## config.mk

```make
export PLATFORM = sky130hd
export DESIGN_NAME = vend_ctrl_flat
export DESIGN_NICKNAME = d
export VERILOG_FILES = /design/src/rtl/vend_ctrl_if.sv /design/src/rtl/vend_ctrl.sv /design/src/flat_wrapper.sv
export SDC_FILE = /design/constraint.sdc
export NUM_CORES = 1
export LEC_CHECK = 0
export ABC_AREA = 1
export CORE_ASPECT_RATIO = 1.4
export CORE_MARGIN = 5
export CORE_UTILIZATION = 50
export DETAILED_ROUTE_END_ITERATION = 8
export PLACE_DENSITY = 0.81
export RECOVER_POWER = 50
export SLEW_MARGIN = 0
export SYNTH_ARGS = -nofsm -noshare
export SYNTH_HDL_FRONTEND = slang
export SYNTH_SLANG_ARGS = --single-unit
```

## constraint.sdc

```tcl
create_clock -name CLK_50M -period 4.5 [get_ports CLK_50M]
set_input_delay 0.9 -clock CLK_50M [delete_from_list [all_inputs] [get_ports CLK_50M]]
set_output_delay 0.9 -clock CLK_50M [all_outputs]
set_load 0.02 [all_outputs]
```

## src/rtl/vend_ctrl_if.sv

```systemverilog
// Coin-in / vend-status bundle between the key front end, vend_ctrl and the display stage.
// vend_ctrl sits on the slave side: it consumes key_pulse and drives every status field.
interface vend_ctrl_if;
   logic [1:0] key_pulse;
   logic [3:0] credit;
   logic       dispense_on;
   logic       change_on;
   logic [3:0] change_amt;
   logic       coin_reject;
   logic       busy;
   logic [7:0] sold_cnt;

   modport master (
      output key_pulse,
      input  credit, dispense_on, change_on, change_amt, coin_reject, busy, sold_cnt
   );

   modport slave (
      input  key_pulse,
      output credit, dispense_on, change_on, change_amt, coin_reject, busy, sold_cnt
   );
endinterface

```

## src/rtl/vend_ctrl.sv

```systemverilog
// Vending transaction FSM: coin credit, timed dispense/change, sold count; all outputs one cycle after the deciding edge.
// No backpressure: coins arriving while busy are dropped and flagged on coin_reject. Optional refund timeout: VEND_REFUND_TIMEOUT_EN.
module vend_ctrl #(
   parameter int PRICE          = 5,
   parameter int DISP_CYCLES    = 50_000_000,
   parameter int TIMEOUT_CYCLES = 500_000_000
) (
   input logic        CLK_50M,
   input logic        RST_N,
   vend_ctrl_if.slave vif
);
   typedef enum logic [1:0] {S_IDLE, S_COLLECT, S_VEND, S_CHANGE} state_t;

   localparam logic [4:0]  PRICE_U   = 5'(PRICE);
   localparam logic [31:0] DISP_LAST = 32'(DISP_CYCLES - 1);

   state_t      state, state_nxt;
   logic [31:0] phase;
   logic [3:0]  credit_q, credit_nxt;
   logic [3:0]  chg_q, chg_nxt;
   logic [7:0]  sold_q, sold_nxt;
   logic        disp_q, chgon_q, rej_q, busy_q;

   logic        coin;
   logic [4:0]  coin_val, sum;
   logic        pay_done, phase_done, timeout;

   assign coin       = |vif.key_pulse;
   assign coin_val   = {3'b000, vif.key_pulse[1], 1'b0} + {4'b0000, vif.key_pulse[0]};
   assign sum        = {1'b0, credit_q} + coin_val;
   assign pay_done   = (sum >= PRICE_U);
   assign phase_done = (phase == DISP_LAST);

`ifdef VEND_REFUND_TIMEOUT_EN
   localparam logic [31:0] TO_LAST = 32'(TIMEOUT_CYCLES - 1);
   logic [31:0] idle_cnt;

   assign timeout = (state == S_COLLECT) && !coin && (idle_cnt == TO_LAST);

   always_ff @(posedge CLK_50M or negedge RST_N) begin
      if (!RST_N)
         idle_cnt <= '0;
      else if (state == S_COLLECT && state_nxt == S_COLLECT && !coin)
         idle_cnt <= idle_cnt + 32'd1;
      else
         idle_cnt <= '0;
   end
`else
   logic unused_timeout_cfg;
   assign unused_timeout_cfg = ^TIMEOUT_CYCLES;
   assign timeout            = 1'b0;
`endif

   // State register; the phase counter restarts on every state change.
   always_ff @(posedge CLK_50M or negedge RST_N) begin
      if (!RST_N) begin
         state <= S_IDLE;
         phase <= '0;
      end else begin
         state <= state_nxt;
         if (state_nxt != state)
            phase <= '0;
         else if (state == S_VEND || state == S_CHANGE)
            phase <= phase + 32'd1;
      end
   end

   always_comb begin
      state_nxt = state;
      case (state)
         S_IDLE, S_COLLECT: begin
            if (coin)
               state_nxt = pay_done ? S_VEND : S_COLLECT;
            else if (timeout)
               state_nxt = S_CHANGE;
         end
         S_VEND:   if (phase_done) state_nxt = (chg_q != 4'd0) ? S_CHANGE : S_IDLE;
         S_CHANGE: if (phase_done) state_nxt = S_IDLE;
         default:  state_nxt = S_IDLE;
      endcase
   end

   always_comb begin
      credit_nxt = credit_q;
      chg_nxt    = chg_q;
      sold_nxt   = sold_q;
      case (state)
         S_IDLE, S_COLLECT: begin
            if (coin) begin
               // A 3-unit coin on top of PRICE-1 can reach 16 at PRICE=14; hold credit at 15.
               credit_nxt = sum[4] ? 4'hF : sum[3:0];
               if (pay_done)
                  chg_nxt = 4'(sum - PRICE_U);
            end else if (timeout) begin
               chg_nxt = credit_q;
            end
         end
         S_VEND: begin
            if (phase_done) begin
               sold_nxt   = sold_q + 8'd1;
               credit_nxt = 4'd0;
            end
         end
         S_CHANGE: begin
            if (phase_done) begin
               chg_nxt    = 4'd0;
               credit_nxt = 4'd0;
            end
         end
         default: ;
      endcase
   end

   always_ff @(posedge CLK_50M or negedge RST_N) begin
      if (!RST_N) begin
         credit_q <= '0;
         chg_q    <= '0;
         sold_q   <= '0;
         disp_q   <= 1'b0;
         chgon_q  <= 1'b0;
         rej_q    <= 1'b0;
         busy_q   <= 1'b0;
      end else begin
         credit_q <= credit_nxt;
         chg_q    <= chg_nxt;
         sold_q   <= sold_nxt;
         disp_q   <= (state_nxt == S_VEND);
         chgon_q  <= (state_nxt == S_CHANGE);
         busy_q   <= (state_nxt == S_VEND) || (state_nxt == S_CHANGE);
         rej_q    <= coin && (state == S_VEND || state == S_CHANGE);
      end
   end

   assign vif.credit      = credit_q;
   assign vif.change_amt  = chg_q;
   assign vif.sold_cnt    = sold_q;
   assign vif.dispense_on = disp_q;
   assign vif.change_on   = chgon_q;
   assign vif.coin_reject = rej_q;
   assign vif.busy        = busy_q;
endmodule

```

## src/flat_wrapper.sv

```systemverilog
// flat-port wrapper written by rule: the top's interface ports become plain ports
module vend_ctrl_flat 
#(
   parameter int PRICE          = 5,
   parameter int DISP_CYCLES    = 50_000_000,
   parameter int TIMEOUT_CYCLES = 500_000_000
)
  (CLK_50M, RST_N, vif_key_pulse, vif_credit, vif_dispense_on, vif_change_on, vif_change_amt, vif_coin_reject, vif_busy, vif_sold_cnt);
  vend_ctrl_if vif_i ();
  input logic CLK_50M;
  input logic RST_N;
  input wire logic [$bits(vif_i.key_pulse)-1:0] vif_key_pulse;
  output wire logic [$bits(vif_i.credit)-1:0] vif_credit;
  output wire logic [$bits(vif_i.dispense_on)-1:0] vif_dispense_on;
  output wire logic [$bits(vif_i.change_on)-1:0] vif_change_on;
  output wire logic [$bits(vif_i.change_amt)-1:0] vif_change_amt;
  output wire logic [$bits(vif_i.coin_reject)-1:0] vif_coin_reject;
  output wire logic [$bits(vif_i.busy)-1:0] vif_busy;
  output wire logic [$bits(vif_i.sold_cnt)-1:0] vif_sold_cnt;
  assign vif_i.key_pulse = vif_key_pulse;
  assign vif_credit = vif_i.credit;
  assign vif_dispense_on = vif_i.dispense_on;
  assign vif_change_on = vif_i.change_on;
  assign vif_change_amt = vif_i.change_amt;
  assign vif_coin_reject = vif_i.coin_reject;
  assign vif_busy = vif_i.busy;
  assign vif_sold_cnt = vif_i.sold_cnt;
  vend_ctrl #(.PRICE(PRICE), .DISP_CYCLES(DISP_CYCLES), .TIMEOUT_CYCLES(TIMEOUT_CYCLES)) u_core (.CLK_50M(CLK_50M), .RST_N(RST_N), .vif(vif_i));
endmodule
```

# [Word level (Yosys, flattened, before mapping)]
# Index checks and enable logic that the tools add are counted.
[word_totals] ff_bits=54 out_inout_bits=20
[op_classes] add_sub_neg=5 n_lt_le_gt_ge=1 eq_ne=11 mux=15 reduce_logical=13
[ops] cell="$mux 32" n=2
[ops] cell="$add 32x1->32 const B" n=1
[ops] cell="$eq 32x26->1 const B" n=1
[ops] cell="$mux 4" n=5
[ops] cell="$pmux 4 s2" n=2
[ops] cell="$mux 2" n=5
[ops] cell="$add 8x1->8 const B" n=1
[ops] cell="$eq 2x2->1 const B" n=4
[ops] cell="$ne 2x1->1 const B" n=4
[ops] cell="$pmux 2 s3" n=1
[ops] cell="$reduce_or 2->1" n=3
[ops] cell="$add 4x3->5" n=1
[ops] cell="$ge 5x3->1 const B" n=1
[ops] cell="$reduce_and 2->1" n=2
[ops] cell="$reduce_and 4->1" n=1
[ops] cell="$reduce_bool 2->1" n=2
[ops] cell="$reduce_bool 4->1" n=1
[ops] cell="$sub 4x3->4 const B" n=1
[ops] cell="$add 2x1->3" n=1
[ops] cell="$eq 2x1->1 const B" n=1
[ops] cell="$logic_not 2->1" n=1
[ops] cell="$logic_or 1x1->1" n=2
[ops] cell="$ne 2x2->1" n=1
[ops] cell="$logic_and 1x1->1" n=1

# [Logic depth before layout (Yosys ltp)]
[depth] ltp_word=8 depth_mapped=13 depth_no_buf=13

# [Worst setup path after synthesis]
# Ideal clock, no wire load.
[synth_timing] path_kind="input port to flip-flop" startpoint="input port vif_key_pulse[0]" endpoint="register u_core.phase[18]" setup_time_ns=0.069 arrival_time_ns=2.789 required_ns=4.431 setup_slack_ns=1.642 path_stages=12 cell_sequence="ha_1 > fa_1 > inv_1 > ha_1 > o31ai_1 > nand3_1 > nand2_1 > nand2_2 > a21oi_4 > inv_6 > buf_12 > nor2_2"
[synth_via] elab_chain_len=8
[synth_rtl] item="from (decl)" line="flat_wrapper.sv:12" source="input wire logic [$bits(vif_i.key_pulse)-1:0] vif_key_pulse;"
[synth_rtl] item="$add 2x1->3" line="vend_ctrl.sv:29" source="assign coin_val = {3'b000, vif.key_pulse[1], 1'b0} + {4'b0000, vif.key_pulse[0]};"
[synth_rtl] item="$add 4x3->5" line="vend_ctrl.sv:30" source="assign sum = {1'b0, credit_q} + coin_val;"
[synth_rtl] item="$ge 5x3->1" line="vend_ctrl.sv:31" source="assign pay_done = (sum >= PRICE_U);"
[synth_rtl] item="$mux 2" line="vend_ctrl.sv:73" source="state_nxt = pay_done ? S_VEND : S_COLLECT;"
[synth_rtl] item="$mux 2 (*)" line="vend_ctrl.sv:72" source="if (coin)"
[synth_rtl] item="$pmux 2 s3 (*)" line="vend_ctrl.sv:70" source="case (state)"
[synth_rtl] item="$ne 2x2->1 (*)" line="vend_ctrl.sv:61" source="if (state_nxt != state)"
[synth_rtl] item="$mux 32 / $reduce_bool 2->1 (equally long branches)"
[synth_rtl] item="to (signal assigned)" line="vend_ctrl.sv:64" source="phase <= phase + 32'd1;"
[synth_rtl] item="to (decl)" line="vend_ctrl.sv:18" source="logic [31:0] phase;"
# Every way passes the cells marked *; elsewhere a longest branch is shown, timed or not.
# A chain may end at the register's enable or synchronous reset.

# [Final worst setup path]
[layout_timing] startpoint="input port vif_key_pulse[0]" endpoint="register u_core.phase[1]"
# The elaborated chain is that of the path after synthesis.

==> out/metrics.cfg <==
[placement]
placed_area_sq_um=3570
place.port_buffers=23
dp_cells=508
place_hpwl_um=5210
preCtsSetupSlack_ns=0.894
place_congestion=0.871

[logic_synthesis]
syn_avg_cell_area_sq_um=7.96
synthCells=416
ys_types=39
ys.flop_type=dfrtp_1
syn_nets=427
post-synth-top-area-cell=dfrtp_1
synth-seq-cells=54
synth_edf_count=0
synth_area_leaders=dfrtp_1 (41%), nand2_1 (11%), inv_1 (6.5%)
synth-seq-area-share=0.408
synth_area_sq_um=3310
yosysTopAreaCellShare=0.408
yosys_warnings=0
async_flop_share=1.00

[cts]
post_cts_resized=0
numCtsBuffers=5
cts_setup_buffers=0
clkLatencyLatePin_ns=0.31
cts-hold-fix-buffers=0
clk_pin_slew_ns=0.09
cts-root-buf=clkbuf_8
cts_tree=done
cts_max_level=2
clock_sinks=54
clockBufferDepth=2

[global_routing]
grt_pass1_wl_um=12400
grt_antenna_before_repair=0
grt_max_degree=35
track_usage=0.183
overflow=0
grt_pass1_vias=2867

[sta]
maxSlewViolCount=35
tns_ns=0
post-route-period-util=0.739
slew_headroom=-0.218
final.setup.worst_slack_ns=1.17
rsz0062_at_grt=no
clock.fmax_mhz=301
setup_viol=0
layout_min_cycle_time_ns=3.33
hold_viol_final=0
tightestPinTransition_ns=1.83
finClkSkew_ns=0.00915
fin_hold_ws_ns=0.516

[status]
outcome=complete, but fails checks
violations=max-capacitance violations, max-slew violations

[worst_hold_path]
hp-class=register to register

[power_and_ir_drop]
p_int_uw=952
combPwrFrac=0.420
power_mw=1.67
power_density_nw_per_um2=454
net-switching-power_uw=714
power_leakage_nw=1.68
power.clock.fraction=0.196
peakVddDrop_mv=0.411
switching_share=0.429
seq_power_share=0.384

[final_layout]
stdcell_area_sq_um=3670
postLayoutCoreUtil=0.562
fillers=591
n_antenna_cell=0
fin_cells=516
drive_above_1_share=0.127
final_nets=452
multi_input_area_sq_um=1650
area_growth_pct=10.8
regArea_sq_um=1350

[die]
rows=35
initial_core_util=0.507
die_y_um=106
die_area_sq_um=8370
die_w_um=78.8
io_pins=24
core_area_sq_um=6530

[routing]
ant_nets=0
drtIter0Drc=125
routed_via_density=5.32
wl_um=7020
dr.pass1.iters=4
dr_total_vias=2747
drc=0
wire_per_inst_um=13.6

[critical_path]
critical_path_class=input pin to register
cp_data_required_time_ns=4.73
critical-path-top-delay-family=adder cells
critical_path.cell_chain=clkdlybuf4s50_1 > ha_1 > fa_1 > inv_1 > ha_1 > o31ai_1 > nand3_1 > nand2_1 > nand2_2 > a21oi_4 > inv_6 > a21oi_1
crit_slowest_cell=fa_1
cp.arrival_ns=3.56
path_common_cell=ha_1
startpoint_type=input pin
cp_max_fo=26
end_kind=register
cpPeakStageDelay_ns=0.50
path_buf_inv=3

[run]
maxCapViolCount=1

area by class of cell:
class / instances / share of cell area
timing repair buffer: 24 / 0.0621
clock inverter: 2 / 0.0102
sequential: 54 / 0.368
inverter: 62 / 0.0648
multi-input combinational: 294 / 0.450
clock buffer: 6 / 0.0198
tap: 74 / 0.0252
registers in the layout, summed over array words and instances (netlist names):
signal / cells
u_core.vif.dispense_on: 1
u_core.vif.change_amt: 4
u_core.vif.credit: 4
u_core.state: 2
u_core.vif.change_on: 1
u_core.vif.coin_reject: 1
u_core.vif.busy: 1
u_core.vif.sold_cnt: 8
u_core.phase: 32
final timing paths:
| check | cells past startpoint | slack [ns] | startpoint | to |
|---|---|---|---|---|
| worst min-delay path | 1 | 0.52 | u_core.vif.sold_cnt[4] | u_core.vif.sold_cnt[4] |
| worst max register to register | 11 | 1.77 | u_core.vif.credit[0] | u_core.phase[1] |
| worst max-delay path | 12 | 1.17 | vif_key_pulse[0] | u_core.phase[1] |
| worst min register to register | 1 | 0.52 | u_core.vif.sold_cnt[4] | u_core.vif.sold_cnt[4] |
| max in group asynchronous | 2 | 1.50 | RST_N | u_core.vif.sold_cnt[4] |
| min in group asynchronous | 1 | 0.76 | RST_N | u_core.phase[23] |
metal layers:
layer | global-route usage | vias up | share of wire
li1 | - | 1370 | -
met3 | 0.0347 | 17 | 0.038
met4 | 0.0700 | 0 | 0.023
met2 | 0.327 | 67 | 0.53
met1 | 0.213 | 1293 | 0.41
met5 | 0 | - | 0
synthesized netlist by cell type, types with 5 or more instances:
master   number
ha_1          6
xor2_1       22
o21ai_0      14
nand4_1      13
nor2_1       33
nor3_1       11
a21oi_1       6
nand2_2       5
dfrtp_1      54
nand3_1      29
nand2_1      98
inv_1        57
nor2_2       25
power groups by stage:
| stage | combinational (mW) | sequential, mW | clock (mW) |
|---|---|---|---|
| global placement | 0.685 | 0.647 | 0 |
| CTS | 0.707 | 0.639 | 0.335 |
| floorplan | 0.553 | 0.667 | 0 |
| global route | 0.778 | 0.652 | 0.358 |
| detailed placement | 0.698 | 0.647 | 0 |
| finish | 0.701 | 0.639 | 0.327 |
worst reg2reg max path, stage by stage, from the launching register on:
cell and delay, ns:
dfrtp_1 0.41, ha_1 0.24, fa_1 0.50, inv_1 0.08, ha_1 0.21, o31ai_1 0.26
nand3_1 0.11, nand2_1 0.09, nand2_2 0.08, a21oi_4 0.31, inv_6 0.19, a21oi_1 0.18
cell usage in the layout, fill, tap and decap left out, types with 2 or more instances in the layout:
cell              n
a21oi_1           6
a22o_1            2
and3_1            2
clkbuf_1          3
clkbuf_8          5
clkdlybuf4s50_1  18
dfrtp_1          54
dlygate4sd3_1     4
ha_1              6
inv_1            57
inv_2             4
nand2_1          98
nand2_2           5
nand3_1          29
nand3_2           2
nand4_1          13
nor2_1           34
nor2_2           25
nor2_4            3
nor3_1           11
nor3_2            2
nor4_1            4
o21ai_0          14
o31ai_1           2
xnor2_1           3
xor2_1           22
cell families (layout without fill, tap and decap cells):
group | Yosys count | count (layout) | synth area share
fa+ha+maj | 7 | 7 | 0.0287
buf+inv | 68 | 94 | 0.0911
simple gates | 235 | 235 | 0.356
flops | 54 | 54 | 0.408
xor+xnor | 25 | 25 | 0.0661
compound gates | 27 | 27 | 0.0495
Power figures use the tool's default switching activity.
